$ cat src/rtl/ddr_global_pkg.sv
// ---------------------------------------------------------------------------
// ddr_global_pkg
// Shared types for the DDR controller CSR access path.
//   csr_arb_state_t : arbiter FSM states (IDLE / ACCESS / RESP)
//   csr_req_t       : request latched at grant time (write flag, addr, wdata)
//   rr_next()       : round-robin successor index with wrap
// No ports (package).
// ---------------------------------------------------------------------------
package ddr_global_pkg;

    // Widest address / data the latched request can carry.
    localparam int CSR_AWIDTH = 32;
    localparam int CSR_DWIDTH = 32;

    typedef enum logic [1:0] {
        IDLE   = 2'd0,
        ACCESS = 2'd1,
        RESP   = 2'd2
    } csr_arb_state_t;

    typedef struct packed {
        logic                  write;
        logic [CSR_AWIDTH-1:0] addr;
        logic [CSR_DWIDTH-1:0] wdata;
    } csr_req_t;

    localparam csr_req_t CSR_REQ_NONE = '{
        write: 1'b0,
        addr:  {CSR_AWIDTH{1'b0}},
        wdata: {CSR_DWIDTH{1'b0}}
    };

    // Index of the master after idx, wrapping at n.
    function automatic int unsigned rr_next(input int unsigned idx, input int unsigned n);
        return ((idx + 32'd1) >= n) ? 32'd0 : (idx + 32'd1);
    endfunction

endpackage

$ cat src/rtl/ddr_csr_access_arb_if.sv
// ---------------------------------------------------------------------------
// ddr_csr_access_arb_if
// Bundles the requester handshake and the CSR register-file port of the
// CSR access arbiter.
//   Requester side : i_req_valid/write/addr/wdata -> o_req_ready,
//                    o_rsp_valid/rdata/error
//   CSR side       : o_csr_write/read/addr/wdata -> i_csr_rdata/error/ready
// Modports:
//   slave  : the arbiter (consumes i_*, drives o_*)
//   master : the environment around it (requesters + CSR block)
// ---------------------------------------------------------------------------
interface ddr_csr_access_arb_if #(
    parameter int NREQ   = 3,
    parameter int AWIDTH = 32,
    parameter int DWIDTH = 32
);
    logic [NREQ-1:0]        i_req_valid;
    logic [NREQ-1:0]        i_req_write;
    logic [NREQ*AWIDTH-1:0] i_req_addr;
    logic [NREQ*DWIDTH-1:0] i_req_wdata;
    logic [NREQ-1:0]        o_req_ready;
    logic [NREQ-1:0]        o_rsp_valid;
    logic [DWIDTH-1:0]      o_rsp_rdata;
    logic                   o_rsp_error;
    logic                   o_csr_write;
    logic                   o_csr_read;
    logic [AWIDTH-1:0]      o_csr_addr;
    logic [DWIDTH-1:0]      o_csr_wdata;
    logic [DWIDTH-1:0]      i_csr_rdata;
    logic                   i_csr_error;
    logic                   i_csr_ready;

    modport slave (
        input  i_req_valid, i_req_write, i_req_addr, i_req_wdata,
        input  i_csr_rdata, i_csr_error, i_csr_ready,
        output o_req_ready, o_rsp_valid, o_rsp_rdata, o_rsp_error,
        output o_csr_write, o_csr_read, o_csr_addr, o_csr_wdata
    );

    modport master (
        output i_req_valid, i_req_write, i_req_addr, i_req_wdata,
        output i_csr_rdata, i_csr_error, i_csr_ready,
        input  o_req_ready, o_rsp_valid, o_rsp_rdata, o_rsp_error,
        input  o_csr_write, o_csr_read, o_csr_addr, o_csr_wdata
    );
endinterface

$ cat src/rtl/ddr_rr_arb.sv
// ---------------------------------------------------------------------------
// ddr_rr_arb
// Combinational round-robin pick: first set request bit at or after the
// priority pointer, wrapping past N-1 back to 0.
//   i_req     : request vector
//   i_ptr     : index holding highest priority
//   o_gnt     : one-hot grant (all zero when no request)
//   o_gnt_idx : binary index of the granted bit
//   o_gnt_any : any request present
// ---------------------------------------------------------------------------
module ddr_rr_arb #(
    parameter int N  = 3,
    parameter int IW = (N > 1) ? $clog2(N) : 1
) (
    input  logic [N-1:0]  i_req,
    input  logic [IW-1:0] i_ptr,
    output logic [N-1:0]  o_gnt,
    output logic [IW-1:0] o_gnt_idx,
    output logic          o_gnt_any
);
    logic [IW:0]   sum_s;
    logic [IW-1:0] idx_s;

    // Scan from the pointer outward; the first hit wins, later hits are ignored.
    always_comb begin
        o_gnt     = {N{1'b0}};
        o_gnt_idx = {IW{1'b0}};
        o_gnt_any = 1'b0;
        sum_s     = {(IW+1){1'b0}};
        idx_s     = {IW{1'b0}};
        for (int k = 0; k < N; k++) begin
            sum_s = {1'b0, i_ptr} + (IW+1)'(k);
            idx_s = (sum_s >= (IW+1)'(N)) ? IW'(sum_s - (IW+1)'(N)) : sum_s[IW-1:0];
            if (i_req[idx_s] && !o_gnt_any) begin
                o_gnt[idx_s] = 1'b1;
                o_gnt_idx    = idx_s;
                o_gnt_any    = 1'b1;
            end else begin
                o_gnt_any    = o_gnt_any;
            end
        end
    end
endmodule

$ cat src/rtl/ddr_csr_access_arb.sv
// ---------------------------------------------------------------------------
// ddr_csr_access_arb
// Shares the single DDR controller CSR port between NREQ masters with
// round-robin arbitration, one transaction at a time.
// Accept at T (combinational o_req_ready), CSR strobe from T+1 until the CSR
// block answers or TIMEOUT cycles pass, one-cycle response pulse after that.
// Ports:
//   i_hclk            : clock
//   i_hreset_n        : asynchronous active-low reset
//   bus (slave)       : requester handshake + CSR register-file port
//   o_busy            : a transaction is in flight (state != IDLE)
//   o_timeout_sticky  : some access has timed out since reset
// ---------------------------------------------------------------------------
module ddr_csr_access_arb
    import ddr_global_pkg::*;
#(
    parameter int NREQ    = 3,
    parameter int AWIDTH  = 32,
    parameter int DWIDTH  = 32,
    parameter int TIMEOUT = 16
) (
    input  logic                 i_hclk,
    input  logic                 i_hreset_n,
    ddr_csr_access_arb_if.slave  bus,
    output logic                 o_busy,
    output logic                 o_timeout_sticky
);
    localparam int IW = (NREQ > 1) ? $clog2(NREQ) : 1;
    localparam int CW = $clog2(TIMEOUT) + 1;
    localparam logic [CW-1:0] CNT_LAST = CW'(TIMEOUT - 1);

    csr_arb_state_t    state_q, state_d;
    logic [IW-1:0]     ptr_q, ptr_d;
    logic [IW-1:0]     gidx_q, gidx_d;
    csr_req_t          req_q, req_d;
    logic [CW-1:0]     cnt_q, cnt_d;
    logic              csr_write_q, csr_write_d;
    logic              csr_read_q, csr_read_d;
    logic [NREQ-1:0]   rsp_valid_q, rsp_valid_d;
    logic [DWIDTH-1:0] rsp_rdata_q, rsp_rdata_d;
    logic              rsp_error_q, rsp_error_d;
    logic              sticky_q, sticky_d;

    logic [NREQ-1:0]   gnt_s;
    logic [IW-1:0]     gnt_idx_s;
    logic              gnt_any_s;
    logic [NREQ-1:0]   req_ready_s;
    logic [NREQ-1:0]   owner_onehot_s;

    logic [AWIDTH-1:0] req_addr_a  [NREQ];
    logic [DWIDTH-1:0] req_wdata_a [NREQ];

    for (genvar k = 0; k < NREQ; k++) begin : g_unpack
        assign req_addr_a[k]  = bus.i_req_addr[k*AWIDTH +: AWIDTH];
        assign req_wdata_a[k] = bus.i_req_wdata[k*DWIDTH +: DWIDTH];
    end

    ddr_rr_arb #(.N(NREQ), .IW(IW)) u_rr_arb (
        .i_req     (bus.i_req_valid),
        .i_ptr     (ptr_q),
        .o_gnt     (gnt_s),
        .o_gnt_idx (gnt_idx_s),
        .o_gnt_any (gnt_any_s)
    );

    assign owner_onehot_s = {{(NREQ-1){1'b0}}, 1'b1} << gidx_q;

    // Next-state, request latch, timeout counter and response capture.
    always_comb begin
        state_d     = state_q;
        ptr_d       = ptr_q;
        gidx_d      = gidx_q;
        req_d       = req_q;
        cnt_d       = cnt_q;
        csr_write_d = csr_write_q;
        csr_read_d  = csr_read_q;
        rsp_valid_d = {NREQ{1'b0}};
        rsp_rdata_d = rsp_rdata_q;
        rsp_error_d = rsp_error_q;
        sticky_d    = sticky_q;
        req_ready_s = {NREQ{1'b0}};
        case (state_q)
            IDLE: begin
                if (gnt_any_s) begin
                    req_ready_s = gnt_s;
                    req_d.write = bus.i_req_write[gnt_idx_s];
                    req_d.addr  = CSR_AWIDTH'(req_addr_a[gnt_idx_s]);
                    req_d.wdata = CSR_DWIDTH'(req_wdata_a[gnt_idx_s]);
                    gidx_d      = gnt_idx_s;
                    // The master just served drops to lowest priority.
                    ptr_d       = IW'(rr_next(32'(gnt_idx_s), 32'(NREQ)));
                    cnt_d       = {CW{1'b0}};
                    csr_write_d = bus.i_req_write[gnt_idx_s];
                    csr_read_d  = !bus.i_req_write[gnt_idx_s];
                    state_d     = ACCESS;
                end else begin
                    state_d     = IDLE;
                end
            end
            ACCESS: begin
                // A ready on the last allowed cycle still wins over the timeout.
                if (bus.i_csr_ready) begin
                    rsp_rdata_d = req_q.write ? {DWIDTH{1'b0}} : bus.i_csr_rdata;
                    rsp_error_d = bus.i_csr_error;
                    rsp_valid_d = owner_onehot_s;
                    req_d       = CSR_REQ_NONE;
                    cnt_d       = {CW{1'b0}};
                    csr_write_d = 1'b0;
                    csr_read_d  = 1'b0;
                    state_d     = RESP;
                end else if (cnt_q == CNT_LAST) begin
                    rsp_rdata_d = {DWIDTH{1'b0}};
                    rsp_error_d = 1'b1;
                    sticky_d    = 1'b1;
                    rsp_valid_d = owner_onehot_s;
                    req_d       = CSR_REQ_NONE;
                    cnt_d       = {CW{1'b0}};
                    csr_write_d = 1'b0;
                    csr_read_d  = 1'b0;
                    state_d     = RESP;
                end else begin
                    cnt_d       = cnt_q + CW'(1);
                end
            end
            RESP: begin
                state_d = IDLE;
            end
            default: begin
                req_d       = CSR_REQ_NONE;
                cnt_d       = {CW{1'b0}};
                csr_write_d = 1'b0;
                csr_read_d  = 1'b0;
                state_d     = IDLE;
            end
        endcase
    end

    // State and datapath registers; reset aborts any transaction in flight.
    always_ff @(posedge i_hclk or negedge i_hreset_n) begin
        if (!i_hreset_n) begin
            state_q     <= IDLE;
            ptr_q       <= {IW{1'b0}};
            gidx_q      <= {IW{1'b0}};
            req_q       <= CSR_REQ_NONE;
            cnt_q       <= {CW{1'b0}};
            csr_write_q <= 1'b0;
            csr_read_q  <= 1'b0;
            rsp_valid_q <= {NREQ{1'b0}};
            rsp_rdata_q <= {DWIDTH{1'b0}};
            rsp_error_q <= 1'b0;
            sticky_q    <= 1'b0;
        end else begin
            state_q     <= state_d;
            ptr_q       <= ptr_d;
            gidx_q      <= gidx_d;
            req_q       <= req_d;
            cnt_q       <= cnt_d;
            csr_write_q <= csr_write_d;
            csr_read_q  <= csr_read_d;
            rsp_valid_q <= rsp_valid_d;
            rsp_rdata_q <= rsp_rdata_d;
            rsp_error_q <= rsp_error_d;
            sticky_q    <= sticky_d;
        end
    end

    // The latch is cleared outside ACCESS, so addr/wdata read as 0 there.
    assign bus.o_req_ready  = req_ready_s;
    assign bus.o_rsp_valid  = rsp_valid_q;
    assign bus.o_rsp_rdata  = rsp_rdata_q;
    assign bus.o_rsp_error  = rsp_error_q;
    assign bus.o_csr_write  = csr_write_q;
    assign bus.o_csr_read   = csr_read_q;
    assign bus.o_csr_addr   = req_q.addr[AWIDTH-1:0];
    assign bus.o_csr_wdata  = req_q.wdata[DWIDTH-1:0];
    assign o_busy           = (state_q != IDLE);
    assign o_timeout_sticky = sticky_q;

endmodule

$ cat src/flat_wrapper.sv
// flat-port wrapper written by rule: the top's interface ports become plain ports
module ddr_csr_access_arb_flat import ddr_global_pkg::*;
#(
    parameter int NREQ    = 3,
    parameter int AWIDTH  = 32,
    parameter int DWIDTH  = 32,
    parameter int TIMEOUT = 16
)
  (i_hclk, i_hreset_n, o_busy, o_timeout_sticky, bus_i_req_valid, bus_i_req_write, bus_i_req_addr, bus_i_req_wdata, bus_i_csr_rdata, bus_i_csr_error, bus_i_csr_ready, bus_o_req_ready, bus_o_rsp_valid, bus_o_rsp_rdata, bus_o_rsp_error, bus_o_csr_write, bus_o_csr_read, bus_o_csr_addr, bus_o_csr_wdata);
  ddr_csr_access_arb_if #(.NREQ(NREQ), .AWIDTH(AWIDTH), .DWIDTH(DWIDTH)) bus_i ();
  input  logic i_hclk;
  input  logic i_hreset_n;
  output logic o_busy;
  output logic o_timeout_sticky;
  input wire logic [$bits(bus_i.i_req_valid)-1:0] bus_i_req_valid;
  input wire logic [$bits(bus_i.i_req_write)-1:0] bus_i_req_write;
  input wire logic [$bits(bus_i.i_req_addr)-1:0] bus_i_req_addr;
  input wire logic [$bits(bus_i.i_req_wdata)-1:0] bus_i_req_wdata;
  input wire logic [$bits(bus_i.i_csr_rdata)-1:0] bus_i_csr_rdata;
  input wire logic [$bits(bus_i.i_csr_error)-1:0] bus_i_csr_error;
  input wire logic [$bits(bus_i.i_csr_ready)-1:0] bus_i_csr_ready;
  output wire logic [$bits(bus_i.o_req_ready)-1:0] bus_o_req_ready;
  output wire logic [$bits(bus_i.o_rsp_valid)-1:0] bus_o_rsp_valid;
  output wire logic [$bits(bus_i.o_rsp_rdata)-1:0] bus_o_rsp_rdata;
  output wire logic [$bits(bus_i.o_rsp_error)-1:0] bus_o_rsp_error;
  output wire logic [$bits(bus_i.o_csr_write)-1:0] bus_o_csr_write;
  output wire logic [$bits(bus_i.o_csr_read)-1:0] bus_o_csr_read;
  output wire logic [$bits(bus_i.o_csr_addr)-1:0] bus_o_csr_addr;
  output wire logic [$bits(bus_i.o_csr_wdata)-1:0] bus_o_csr_wdata;
  assign bus_i.i_req_valid = bus_i_req_valid;
  assign bus_i.i_req_write = bus_i_req_write;
  assign bus_i.i_req_addr = bus_i_req_addr;
  assign bus_i.i_req_wdata = bus_i_req_wdata;
  assign bus_i.i_csr_rdata = bus_i_csr_rdata;
  assign bus_i.i_csr_error = bus_i_csr_error;
  assign bus_i.i_csr_ready = bus_i_csr_ready;
  assign bus_o_req_ready = bus_i.o_req_ready;
  assign bus_o_rsp_valid = bus_i.o_rsp_valid;
  assign bus_o_rsp_rdata = bus_i.o_rsp_rdata;
  assign bus_o_rsp_error = bus_i.o_rsp_error;
  assign bus_o_csr_write = bus_i.o_csr_write;
  assign bus_o_csr_read = bus_i.o_csr_read;
  assign bus_o_csr_addr = bus_i.o_csr_addr;
  assign bus_o_csr_wdata = bus_i.o_csr_wdata;
  ddr_csr_access_arb #(.NREQ(NREQ), .AWIDTH(AWIDTH), .DWIDTH(DWIDTH), .TIMEOUT(TIMEOUT)) u_core (.i_hclk(i_hclk), .i_hreset_n(i_hreset_n), .bus(bus_i), .o_busy(o_busy), .o_timeout_sticky(o_timeout_sticky));
endmodule
$ cat config.mk
export PLATFORM = sky130hd
export DESIGN_NAME = ddr_csr_access_arb_flat
export DESIGN_NICKNAME = d
export VERILOG_FILES = /design/src/rtl/ddr_global_pkg.sv /design/src/rtl/ddr_csr_access_arb_if.sv /design/src/rtl/ddr_rr_arb.sv /design/src/rtl/ddr_csr_access_arb.sv /design/src/flat_wrapper.sv
export SDC_FILE = /design/constraint.sdc
export NUM_CORES = 1
export LEC_CHECK = 0
export BUFFER_PORTS_ARGS = -buffer_cell sky130_fd_sc_hd__buf_2
export CORE_MARGIN = 5
export CORE_UTILIZATION = 25
export DETAILED_ROUTE_END_ITERATION = 8
export MAX_ROUTING_LAYER = met4
export PLACE_DENSITY = 0.59
export RECOVER_POWER = 25
export SLEW_MARGIN = 5
export SYNTH_ARGS = -nofsm -noshare
export SYNTH_HDL_FRONTEND = slang
export SYNTH_SLANG_ARGS = --single-unit
$ cat constraint.sdc
create_clock -name i_hclk -period 2.51 [get_ports i_hclk]
set_input_delay 0.1255 -clock i_hclk [delete_from_list [all_inputs] [get_ports i_hclk]]
set_output_delay 0.1255 -clock i_hclk [all_outputs]
set_load 0.02 [all_outputs]
**After elaboration in Yosys (flattened, before gate mapping)**

Cells that the tools add are included.

- Bits of input ports: 234
- Logic and storage cells: 120
- Register bits after elaboration: 115
- Output and inout bits: 107

- Reductions and logical operators: 16
- Magnitude comparators: 12
- Bitwise logic cells: 5
- Muxes and demuxes: 61
- Shift-type cells: 1
- Equality and inequality tests: 5
- $add $sub $neg: 7

Operator list:

| operator | number |
|---|---|
| 2-to-1 mux 32 bit | 7 |
| 2-to-1 mux 65 bit | 3 |
| one-hot mux 65 bit (3 select lines) | 1 |
| binary-select mux 32 bit (select 2 bit) | 2 |
| 2-to-1 mux 3 bit | 8 |
| 2-to-1 mux 2 bit | 9 |
| 2-to-1 mux 1 bit | 17 |
| 2-to-1 mux 5 bit | 3 |
| one-hot mux 5 bit (3 select lines) | 1 |
| < comparator 2 x 3 -> 1 bit (second input constant) | 4 |
| >= comparator 3 x 2 -> 1 bit (second input constant) | 3 |
| binary-select mux 1 bit (select 2 bit) | 4 |
| adder 2 x 1 -> 3 bit (second input constant) | 2 |
| demux 1 bit (select 2 bit) | 3 |
| >= comparator 2 x 1 -> 1 bit (second input constant) | 3 |
| OR 3 bit | 2 |
| one-hot mux 1 bit (3 select lines) | 2 |
| AND reduction 2 bit | 3 |
| AND reduction 3 bit | 2 |
| subtractor 2 bit (second input constant) | 3 |
| adder 5 x 1 -> 5 bit (second input constant) | 1 |
| equality test 5 x 4 -> 1 bit (second input constant) | 1 |
| logical AND 1 bit | 5 |
| one-hot mux 2 bit (2 select lines) | 1 |
| 13 further kinds | 17 |

**Logic depth before layout (Yosys ltp)**

Gate-level depths: netlist of the first run.

- Depth after elaboration: 17
- Gate-level depth with buffers: 12
- Mapped depth without buffers: 7

**Modules after synthesis**

From an unflattened synthesis of the first run, not the netlist that was laid out.

- Cells, all modules: 748
- Area, all modules: 6518.8 sq um

Modules (own cells, without submodules):

| module | area each (sq um) | times used | cells an instance | sequential area each (sq um) |
|---|---|---|---|---|
| ddr_csr_access_arb | 6218.5 | 1 | 708 | 2852.7 |
| ddr_rr_arb | 300.3 | 1 | 40 | 0.0 |

**Worst setup path after synthesis of the first run**

No wires, ideal clock.

- Kind: register -> register
- Start point: register u_core.ptr_q[0]
- End point: register u_core.csr_write_q, in the netlist u_core.bus.o_csr_write
- Arrival: 2088 ps
- Stages on the path, launching flop included: 10
- Slack: 296 ps
- Required time: 2384 ps
- Buffers on the path: 2
- Clock period less this slack: 2214 ps
- Setup time: 126 ps
- Path through: dfrtp_1 > inv_1 > ha_1 > buf_2 > inv_1 > o221ai_1 > o21bai_1 > buf_2 > mux2_2 > a221o_1

- Cells in the longest elaborated chain, start to end: 15
- Elaborated cells between the ends (all ways): 33
- Classes of those cells: 5 x add/sub; 3 x order compare; 1 x eq/ne; 19 x mux; 5 x reduce/logical

RTL lines:

| element | RTL line | source |
|---|---|---|
| start: declaration | ddr_csr_access_arb.sv:33 | `logic [IW-1:0] ptr_q, ptr_d;` |
| start signal: assignment | ddr_csr_access_arb.sv:142 | `ptr_q <= {IW{1'b0}};` |
| start signal: assignment | ddr_csr_access_arb.sv:154 | `ptr_q <= ptr_d;` |
| parallel branches: the longest is 15 deep, another holds adder 2 x 1 -> 3 bit | - |  |
| end signal: assignment | ddr_csr_access_arb.sv:158 | `csr_write_q <= csr_write_d;` |
| end: declaration | ddr_csr_access_arb.sv:37 | `logic csr_write_q, csr_write_d;` |

Parallel ways; which one is timed is not known. The select of a mux whose other input is x is not followed.
A chain may end at the register's enable or synchronous reset.

**Worst setup path in the final report of the first run**

- Start point: register u_core.ptr_q[0]
- End point: output port bus_o_req_ready[0]

- Cells in the longest elaborated chain, start to end: 13
- Elaborated cells between the ends (all ways): 46
- Classes of those cells: 5 x add/sub; 9 x order compare; 23 x mux; 2 x bitwise; 7 x reduce/logical

RTL lines:

| element | RTL line | source |
|---|---|---|
| adder 2 x 1 -> 3 bit (tied with other cells) | ddr_rr_arb.sv:32 | `sum_s = {1'b0, i_ptr} + (IW+1)'(k);` |
| >= comparator 3 x 2 -> 1 bit (tied with other cells) | ddr_rr_arb.sv:33 | `idx_s = (sum_s >= (IW+1)'(N)) ? IW'(sum_s - (IW+1)'(N)) : sum_s[IW-1:0];` |
| 2-to-1 mux 2 bit (tied with other cells) | ddr_rr_arb.sv:33 |  |
| < comparator 2 x 3 -> 1 bit (not written as such) (tied with other cells) | ddr_rr_arb.sv:35 | `o_gnt[idx_s] = 1'b1;` |
| logical AND 1 bit (not written as such) (tied with other cells) | ddr_rr_arb.sv:35 |  |
| 2-to-1 mux 1 bit (not written as such) (tied with other cells) | ddr_rr_arb.sv:35 |  |
| demux 1 bit (select 2 bit) (tied with other cells) | ddr_rr_arb.sv:35 |  |
| OR 3 bit (no line) / 2-to-1 mux 1 bit (equally long branches) | - |  |
| 2-to-1 mux 3 bit / zero test 1 bit (equally long branches) | ddr_rr_arb.sv:34 | `if (i_req[idx_s] && !o_gnt_any) begin` |
| OR 3 bit (no line) / logical AND 1 bit (equally long branches) | - |  |
| 2-to-1 mux 3 bit / 2-to-1 mux 1 bit (equally long branches) | ddr_rr_arb.sv:34 |  |
| 2-to-1 mux 3 bit * | ddr_csr_access_arb.sv:84 | `if (gnt_any_s) begin` |
| 2-to-1 mux 3 bit * | ddr_csr_access_arb.sv:82 | `case (state_q)` |
| end: declaration | flat_wrapper.sv:22 | `output wire logic [$bits(bus_i.o_req_ready)-1:0] bus_o_req_ready;` |

Every way passes the cells marked *; elsewhere a longest branch is shown, timed or not. The select of a mux whose other input is x is not followed.

==> impl_metrics.yaml, run 1 <==
outcome:
  outcome: "completed"
floorplan:
  die_area_um2: 28200
  top_level_ports: 341
  coreArea_um2: 24500
  initial_core_util_pct: 25.5
  die-width_um: 168
  fp.dieH_um: 168
  rows: 57
timing:
  worstMarginPinSlew_ns: 1.37
  clock.fmax_ghz: 0.415
  setup_slack_ns: 0.101
  rsz0062_at_grt: "yes"
  fin_tns_setup_ns: 0
  final-hold-violation-count: 0
  min_period_over_period_pct: 96.0
  setup_violations: 0
  finClkSkew_ns: 0.0182
  slew_headroom_pct: 8.36
  drv_slew: 0
  min_period_ns: 2.41
  hold_ws_ns: 0.0179
clocking:
  cts_root_buffer: "clkbuf_16"
  path_clk_slew_ns: 0.06
  clkLatencyLatePin_ns: 0.41
  cts_buffer_depth: 2
  numCtsBuffers: 17
  tritoncts: "built"
  htreeDepth: 4
  cts.sinks: 114
worst_setup_path:
  cp_slowest_cell: "a2111o_1"
  crit_fanout: 7
  crit_path_frequent_cell: "buf_4"
  worstPathBufferInverterCount: 4
  max_stage_delay_ns: 0.44
  path_delay_family: "compound AO/OA/AOI/OAI gates"
  worstPathRequired_ns: 2.38
  critPathLaunchType: "flop"
  crit_chain: "inv_2 > ha_4 > buf_4 > a2111o_1 > a22oi_2 > buf_6 > a211oi_2 > buf_4"
  crit_path_end_kind: "primary output"
  worstPathArrival_ns: 2.28
  path_class: "flop to primary output"
logic_synthesis:
  synth_compound_area_share_pct: 21.3
  synth_mux_area_share_pct: 11.7
  synth_top_family_by_area: "compound AO/OA/AOI/OAI gates"
  synth_fa_ha_area_share_pct: 1.00
  async_flop_share_pct: 100
  synth_area_leaders: "dfrtp_1 (46%), mux2i_1 (11%), nand2_1 (8.4%), o211ai_2 (8.0%), o21ai_1 (3.4%)"
  ys_dominant_reg_cell: "dfrtp_1"
  synth_area_um2: 6240
  yosys.area_share.simple_pct: 14.2
  syn_inst: 637
  yosysWarnings: 0
  yosysSeqAreaShare_pct: 45.7
  synth_edf_count: 0
  synth_xor_area_share_pct: 0
  syn-num-nets: 876
  synth.most_common_cell: "nand2_1"
  synth_common_cells: "nand2_1 (139), dfrtp_1 (114), mux2i_1 (67)"
  synth_seq_cells: 114
  syn_area_per_cell_um2: 9.80
  synth_largest_area_cell: "dfrtp_1"
  synth_top_area_share_pct: 45.7
  ys_types: 51
placed_design:
  placed_area_um2: 8390
  port_buffers: 340
  dp_hpwl_um: 16900
  globalplace.congestion: 0.884
  dpl.cell_count: 1275
  place_ws_ns: -0.108
layout:
  finalInstanceArea_um2: 10200
  nets: 1326
  final_cell_count_no_fill: 1427
  area_growth_pct: 63.1
  drive_above_1_share_pct: 39.9
  fin_util_pct: 41.6
power:
  netSwitchingFraction_pct: 43.7
  p_sw_mw: 5.64
  pwr-share-clk_pct: 19.0
  power_frac_comb_pct: 57.0
  vdd_drop_max_mv: 0.569
  finalPower_mw: 12.9
  seqPwrFrac_pct: 24.0
  p_int_mw: 7.27
  power_density_nw_per_um2: 1270
  power_leakage_nw: 5.19
drt:
  drc: 0
  first_pass_iters: 5
  drt_iter0_markers: 389
  wl_per_cell_um: 17.0
  viasPerCell: 4.63
  route.vias.total: 6613
  routed_wl_um: 24200
  final_antenna_net_count: 0
worst_hold_path:
  hold_path_class: "primary input to flop"
global_route:
  grt_overflow: 0
  grt_max_degree: 52
  track_usage_pct: 16.9
  grt_pass1_vias: 7026
  antenna_found_initial: 2
  grt_pass1_wl_um: 37600
run:
  max-cap-violations: 0
==> sequential cells by signal, indices dropped and copies added, names as in the netlist, 2 cells and up <==
name	flops
u_core.bus.o_csr_addr	32
u_core.bus.o_csr_wdata	32
u_core.bus.o_rsp_rdata	32
u_core.bus.o_rsp_valid	3
u_core.cnt_q	5
u_core.gidx_q	2
u_core.ptr_q	2
u_core.state_q	2
==> placed cells by master, fill, tap and decap left out, types with 3 or more instances in the layout <==
cell type,instances
buf_12,10
buf_2,315
nor2b_1,4
mux2i_1,67
nand3_1,37
nand2b_1,4
o211ai_2,40
clkbuf_16,18
dlygate4sd3_1,111
buf_4,20
bufinv_16,3
o211ai_1,26
nor3_1,3
ha_1,3
clkbuf_1,27
o21ai_1,41
nor2_1,9
a21oi_1,7
o21ai_0,32
clkinv_2,6
inv_1,11
diode_2,3
dfrtp_1,112
nand2_1,139
==> repair_timing <==
item                                   4_1_cts  5_1_grt
endpoints found under the hold margin      145        0
buffers inserted                             1        4
pin swaps                                    1        5
hold buffers                               111        0
setup endpoints to repair                   42       14
gates cloned                                 0        1
gates resized for setup                     11        4
==> final cells by class <==
class / instances / area [um^2]
Fill cell: 2356 / 14300
Timing Repair Buffer: 484 / 3180
Multi-Input combinational cell: 456 / 3090
Sequential cell: 114 / 2860
Clock buffer: 21 / 450
Tap cell: 324 / 405
Clock inverter: 11 / 136
Inverter: 14 / 52.6
Antenna cell: 3 / 7.51
==> worst register-to-register path: cells and delay by family, from the launching register on <==
| kind | cells | cell delay (ns) |
|---|---|---|
| adders and majority gates | 1 | 0.18 |
| AOI/OAI and AO/OA | 4 | 1.08 |
| buffers and inverters | 4 | 0.63 |
| DFF | 1 | 0.42 |
==> kinds of logic (layout without fill, tap and decap cells) <==
group,Yosys count,after routing
fa+ha+maj,5,5
other cells,0,3
mux,70,70
simple gates,208,208
buf+inv,67,530
flops,114,114
compound gates,173,173
==> power by group through the flow <==
stage	clock network (mW)	registers (mW)	logic, mW
after floorplan	0	3.94	3.90
after global routing	2.63	3.21	7.96
after CTS	2.54	3.09	7.31
after global placement	0	3.09	7.00
final	2.45	3.10	7.36
after detailed placement	0	3.09	7.09
==> routing by layer <==
metal	global-route usage (%)	vias to the layer above	wire length (um)
met2	27.8	304	11800
met1	20.4	3090	10300
met3	3.92	35	1680
met4	6.10	0	442
met5	-	-	0
li1	-	3184	-
==> path summary, 6_finish.rpt <==
| kind | end | cells past startpoint | slack (ns) | start |
|---|---|---|---|---|
| worst max-delay path | bus_o_req_ready[0] | 8 | 0.10 | u_core.ptr_q[0] |
| max in group asynchronous | u_core.bus.o_csr_addr[9] | 3 | 0.78 | i_hreset_n |
| min in group asynchronous | u_core.bus.o_rsp_rdata[31] | 2 | 0.57 | i_hreset_n |
| worst max register to register | u_core.bus.o_csr_wdata[13] | 9 | 0.11 | u_core.ptr_q[0] |
| worst min-delay path | u_core.bus.o_csr_addr[15] | 3 | 0.02 | bus_i_req_addr[47] |
| worst min register to register | u_core.bus.o_rsp_valid[0] | 1 | 0.45 | u_core.gidx_q[1] |
(Power assumes the default switching activity.)
==> run 2, diff against run 1 <==
--- a/config.mk
+++ b/config.mk
@@ -7,3 +7,3 @@
 export LEC_CHECK = 0
-export BUFFER_PORTS_ARGS = -buffer_cell sky130_fd_sc_hd__buf_2
+export BUFFER_PORTS_ARGS = -buffer_cell sky130_fd_sc_hd__buf_4
 export CORE_MARGIN = 5
==> constraint.sdc (replaced) <==
create_clock -name i_hclk -period 2.51 [get_ports i_hclk]
set_input_delay 0.3765 -clock i_hclk [delete_from_list [all_inputs] [get_ports i_hclk]]
set_output_delay 0.3765 -clock i_hclk [all_outputs]
set_load 0.02 [all_outputs]
==> impl_metrics.yaml, run 2 (synthesis gave the netlist of run 1 again) <==
placed_design:
  place_ws_ns: 0.0275
  dpl.cell_count: 1278
  placed_area_um2: 9260
  globalplace.congestion: 0.869
  port_buffers: 340
  dp_hpwl_um: 17400
layout:
  fillers: 2396
  finalInstanceArea_um2: 10600
  area_growth_pct: 69.8
  multi_input_area_um2: 3170
  fin_util_pct: 43.3
  final_cell_mix: "buf_4 (370), nand2_1 (139), dfrtp_1 (112)"
  antenna_cells: 0
  drive_above_1_share_pct: 49.7
  nets: 1249
  layout_commonest_cell: "buf_4"
  regArea_um2: 2860
  final_cell_count_no_fill: 1345
timing:
  final-hold-violation-count: 0
  min_period_ns: 2.65
  min_period_over_period_pct: 106
  drv_slew: 27
  setup_slack_ns: -0.139
  finClkSkew_ns: 0.0106
  slew_headroom_pct: -0.892
  worstMarginPinSlew_ns: 1.51
  setup_violations: 3
  clock.fmax_ghz: 0.378
  fin_tns_setup_ns: -0.394
  hold_ws_ns: 0.165
  rsz0062_at_grt: "yes"
worst_setup_path:
  worstPathRequired_ns: 2.13
  critPathLaunchType: "flop"
  r2r_start: "u_core.ptr_q[1]"
  crit_fanout: 5
  max_stage_delay_ns: 0.44
  worstPathArrival_ns: 2.27
  path_class: "flop to primary output"
  crit_start: "u_core.ptr_q[1]"
  crit_chain: "inv_2 > ha_4 > buf_6 > nor2b_2 > o21bai_4 > o41ai_4 > a221oi_2 > a211oi_2 > buf_4"
  cp_slowest_cell: "dfrtp_2"
  reg2reg_slack_ns: 0.02
  reg2reg_depth: 12
  crit_path_end_kind: "primary output"
  r2r-end: "u_core.bus.o_csr_addr[30]"
power:
  power_density_nw_per_um2: 1440
  finalPower_mw: 15.3
  vdd_drop_max_mv: 0.478
  power_leakage_nw: 5.36
floorplan:
  fp.dieH_um: 168
  initial_core_util_pct: 25.5
  top_level_ports: 341
  rows: 57
  coreArea_um2: 24500
  die-width_um: 168
  die_area_um2: 28200
global_route:
  grt_max_degree: 56
  antenna_found_initial: 0
  grt_overflow: 0
  grt_pass1_wl_um: 36100
  track_usage_pct: 16.4
  grt_pass1_vias: 6451
clocking:
  numCtsBuffers: 17
  cts_buffer_depth: 2
  path_clk_slew_ns: 0.06
  cts_root_buffer: "clkbuf_16"
  htreeDepth: 4
  clkLatencyLatePin_ns: 0.41
  tritoncts: "built"
  cts.sinks: 114
worst_hold_path:
  hold_end: "u_core.bus.o_csr_addr[19]"
  hold_depth: 3
  min_from: "bus_i_req_addr[83]"
  hold_path_class: "primary input to flop"
drt:
  first_pass_iters: 6
  wl_per_cell_um: 19.2
  viasPerCell: 4.77
  final_antenna_net_count: 0
  route.vias.total: 6412
  drt_iter0_markers: 405
  routed_wl_um: 25800
  drc: 0
run:
  max-cap-violations: 1
outcome:
  outcome: "finished with violations"
  violations: "capacitance limit, slew limit, setup timing"
run 2: changes by cell type in the layout (fill, tap and decap cells not counted), sizes merged:
cell / change
bufinv: +3
clkbuf: -13
o21bai: +1
clkinv: -5
diode: -3
dlygate4sd3: -110
buf: +45
run 2: worst max path at each step:
stage	end	slack, ns	depth (start not counted)
after floorplan	bus_o_req_ready[0]	0.06	8
after global placement	u_core.bus.o_csr_wdata[10]	0.06	7
after detailed placement	u_core.bus.o_csr_wdata[21]	0.03	7
after CTS	bus_o_req_ready[2]	-0.15	8
after global routing	bus_o_req_ready[0]	-0.27	9
final	bus_o_req_ready[0]	-0.14	9
run 2: report_power, final:
part	switching (mW)	leakage (nW)	total (mW)	internal (mW)
Clock	0.877	0.331	2.83	1.96
Sequential	0.443	1.48	3.10	2.66
Combinational	4.86	3.55	9.32	4.46
run 2: layout make-up:
type	count	area share (%)
Clock buffer	21	4.53
Clock inverter	9	1.90
Tap cell	324	3.83
Timing Repair Buffer	406	32.3
Multi-Input combinational cell	457	30.0
Inverter	14	0.496
Sequential cell	114	26.9
run 2: layer usage:
metal / GRT usage (%) / vias up / share of wire (%)
met2: 26.2 / 313 / 49
met1: 20.2 / 3046 / 41
met4: 3.81 / 0 / 1.7
li1: - / 3014 / -
met3: 5.28 / 39 / 8.1
met5: - / - / 0
run 2: timing repair:
item | 4_1_cts | 5_1_grt
hold endpoints to repair | 24 | 0
endpoints found under the setup margin | 3 | 44
buffers inserted | 7 | 15
hold buffers | 1 | 0
gates cloned | 0 | 15
pin swaps | 6 | 55
resized for setup | 11 | 23
run 2: critical path: cells and delay by family (launching register included):
family          cells  cell delay [ns]
compound gates      4             0.84
fa+ha+maj           1             0.17
buf+inv             3             0.37
flops               1             0.44
simple gates        1             0.04
==> run 3, diff against run 2 <==
- clock period: 2.51 -> 3.3 ns (I/O delays scaled with it)
==> impl_metrics.yaml, run 3 (synthesis gave the netlist of run 1 again) <==
timing:
  drv_slew: 42
  rsz0062_at_grt: "no"
  fin_tns_setup_ns: 0
  clock.fmax_ghz: 0.331
  min_period_over_period_pct: 91.5
  worstMarginPinSlew_ns: 2.47
  slew_headroom_pct: -64.7
  final-hold-violation-count: 0
  setup_violations: 0
  min_period_ns: 3.02
  finClkSkew_ns: 0.0225
  hold_ws_ns: 0.274
  setup_slack_ns: 0.280
drt:
  drt_iter0_markers: 412
  first_pass_iters: 5
  route.vias.total: 6083
  final_antenna_net_count: 0
  routed_wl_um: 23000
  viasPerCell: 4.70
  wl_per_cell_um: 17.7
  drc: 0
power:
  power_leakage_nw: 4.96
  vdd_drop_max_mv: 0.611
  pwr-share-clk_pct: 20.1
  power_frac_comb_pct: 55.9
  power_density_nw_per_um2: 1010
  seqPwrFrac_pct: 24.0
  finalPower_mw: 9.88
  p_sw_mw: 4.20
  netSwitchingFraction_pct: 42.5
  p_int_mw: 5.68
clocking:
  htreeDepth: 4
  cts.sinks: 114
  tritoncts: "built"
  path_clk_slew_ns: 0.06
  cts_root_buffer: "clkbuf_16"
  hold_buffers: 0
  cts_buffer_depth: 2
  clkLatencyLatePin_ns: 0.42
  numCtsBuffers: 17
placed_design:
  globalplace.congestion: 0.816
  dpl.cell_count: 1262
  dp_hpwl_um: 17100
  port_buffers: 340
  place_ws_ns: 0.344
worst_setup_path:
  crit_path_end_kind: "primary output"
  path_class: "flop to primary output"
  crit_chain: "inv_1 > ha_1 > nor2b_1 > o21bai_1 > o41ai_1 > a221oi_1 > a211oi_1 > buf_4"
  r2r_start: "u_core.ptr_q[1]"
  critPathLaunchType: "flop"
  worstPathRequired_ns: 2.80
  reg2reg_depth: 9
  max_stage_delay_ns: 0.42
  r2r-end: "u_core.bus.o_csr_wdata[18]"
  crit_fanout: 9
  cp_slowest_cell: "ha_1"
  reg2reg_slack_ns: 0.48
  worstPathArrival_ns: 2.52
layout:
  multi_input_area_um2: 3050
  nets: 1198
  layout_commonest_cell: "buf_4"
  antenna_cells: 0
  fillers: 2449
  regArea_um2: 2850
  final_cell_mix: "buf_4 (349), nand2_1 (139), dfrtp_1 (114)"
  final_cell_count_no_fill: 1295
  area_growth_pct: 56.0
  drive_above_1_share_pct: 45.1
outcome:
  violations: "capacitance limit, slew limit"
  outcome: "finished with violations"
run:
  max-cap-violations: 1
global_route:
  grt_pass1_vias: 6312
  grt_overflow: 0
  antenna_found_initial: 0
  track_usage_pct: 16.0
  grt_max_degree: 67
  grt_pass1_wl_um: 35400
floorplan:
  rows: 57
  die_area_um2: 28200
  top_level_ports: 341
  fp.dieH_um: 168
  die-width_um: 168
  initial_core_util_pct: 25.5
  coreArea_um2: 24500
worst_hold_path:
  hold_depth: 3
  hold_end: "u_core.bus.o_csr_wdata[28]"
  hold_path_class: "primary input to flop"
  min_from: "bus_i_req_wdata[92]"
-- run 3: cell count changes in the layout (fill, tap and decap cells not counted), moves of 3 or more --
cell / before / now
mux2i_1: 63 / 67
buf_6: 9 / 0
buf_12: 11 / 6
mux2i_2: 4 / 0
clkinv_2: 1 / 4
buf_4: 370 / 349
clkbuf_16: 28 / 17
-- run 3: how the worst max path moves through the flow --
stage,from,endpoint,slack [ns],depth (start not counted)
floorplan,u_core.ptr_q[0],bus_o_req_ready[0],0.73,8
global placement,u_core.ptr_q[0],u_core.bus.o_csr_wdata[22],0.41,8
detailed placement,u_core.ptr_q[0],u_core.bus.o_csr_wdata[18],0.34,8
CTS,u_core.ptr_q[1],bus_o_req_ready[0],0.12,7
global route,u_core.ptr_q[1],bus_o_req_ready[0],0.11,8
finish,u_core.ptr_q[1],bus_o_req_ready[0],0.28,8
-- run 3: cell type report --
type / count / share of cell area [%]
clock buffer: 21 / 4.83
sequential: 114 / 29.3
tap: 324 / 4.17
multi-input combinational: 456 / 31.3
clock inverter: 10 / 1.61
inverter: 14 / 0.540
timing repair buffer: 356 / 28.2
-- run 3: layer usage --
metal | GRT usage (%) | share of wire, % | vias up
met3 | 4.55 | 8.0 | 23
met4 | 3.63 | 1.2 | 0
met5 | - | 0 | -
li1 | - | - | 2919
met1 | 20.7 | 43 | 2855
met2 | 25.2 | 48 | 286
-- run 3: per-stage QoR --
| stage | area, um^2 | util [%] |
|---|---|---|
| floorplan | 6240 | - |
| global placement | 9090 | 37.2 |
| detailed placement | 9090 | 37.2 |
| CTS | 9720 | 39.7 |
| global route | 9730 | 39.8 |
| finish | 9730 | 39.8 |
-- run 3: repair_timing --
action                                  CTS  global route
pin swaps                                 0             1
setup buffers                             0             2
endpoints found under the setup margin    3             3
gates resized for setup                   1             0
-- run 3: critical path: cells and delay by family (launching register included) --
| family | cells | cell delay (ns) |
|---|---|---|
| AOI/OAI and AO/OA | 4 | 0.86 |
| adders and majority gates | 1 | 0.42 |
| DFF | 1 | 0.41 |
| buffers and inverters | 2 | 0.27 |
| and+or+nand+nor | 1 | 0.15 |
-- run 3: power by group through the flow --
stage,combinational [mW],sequential (mW),clock (mW)
6_report,5.53,2.37,1.98
5_1_grt,5.93,2.45,2.11
2_1_floorplan,2.97,3.00,0
4_1_cts,5.56,2.37,2.04
3_3_place_gp,5.51,2.36,0
3_5_place_dp,5.55,2.38,0
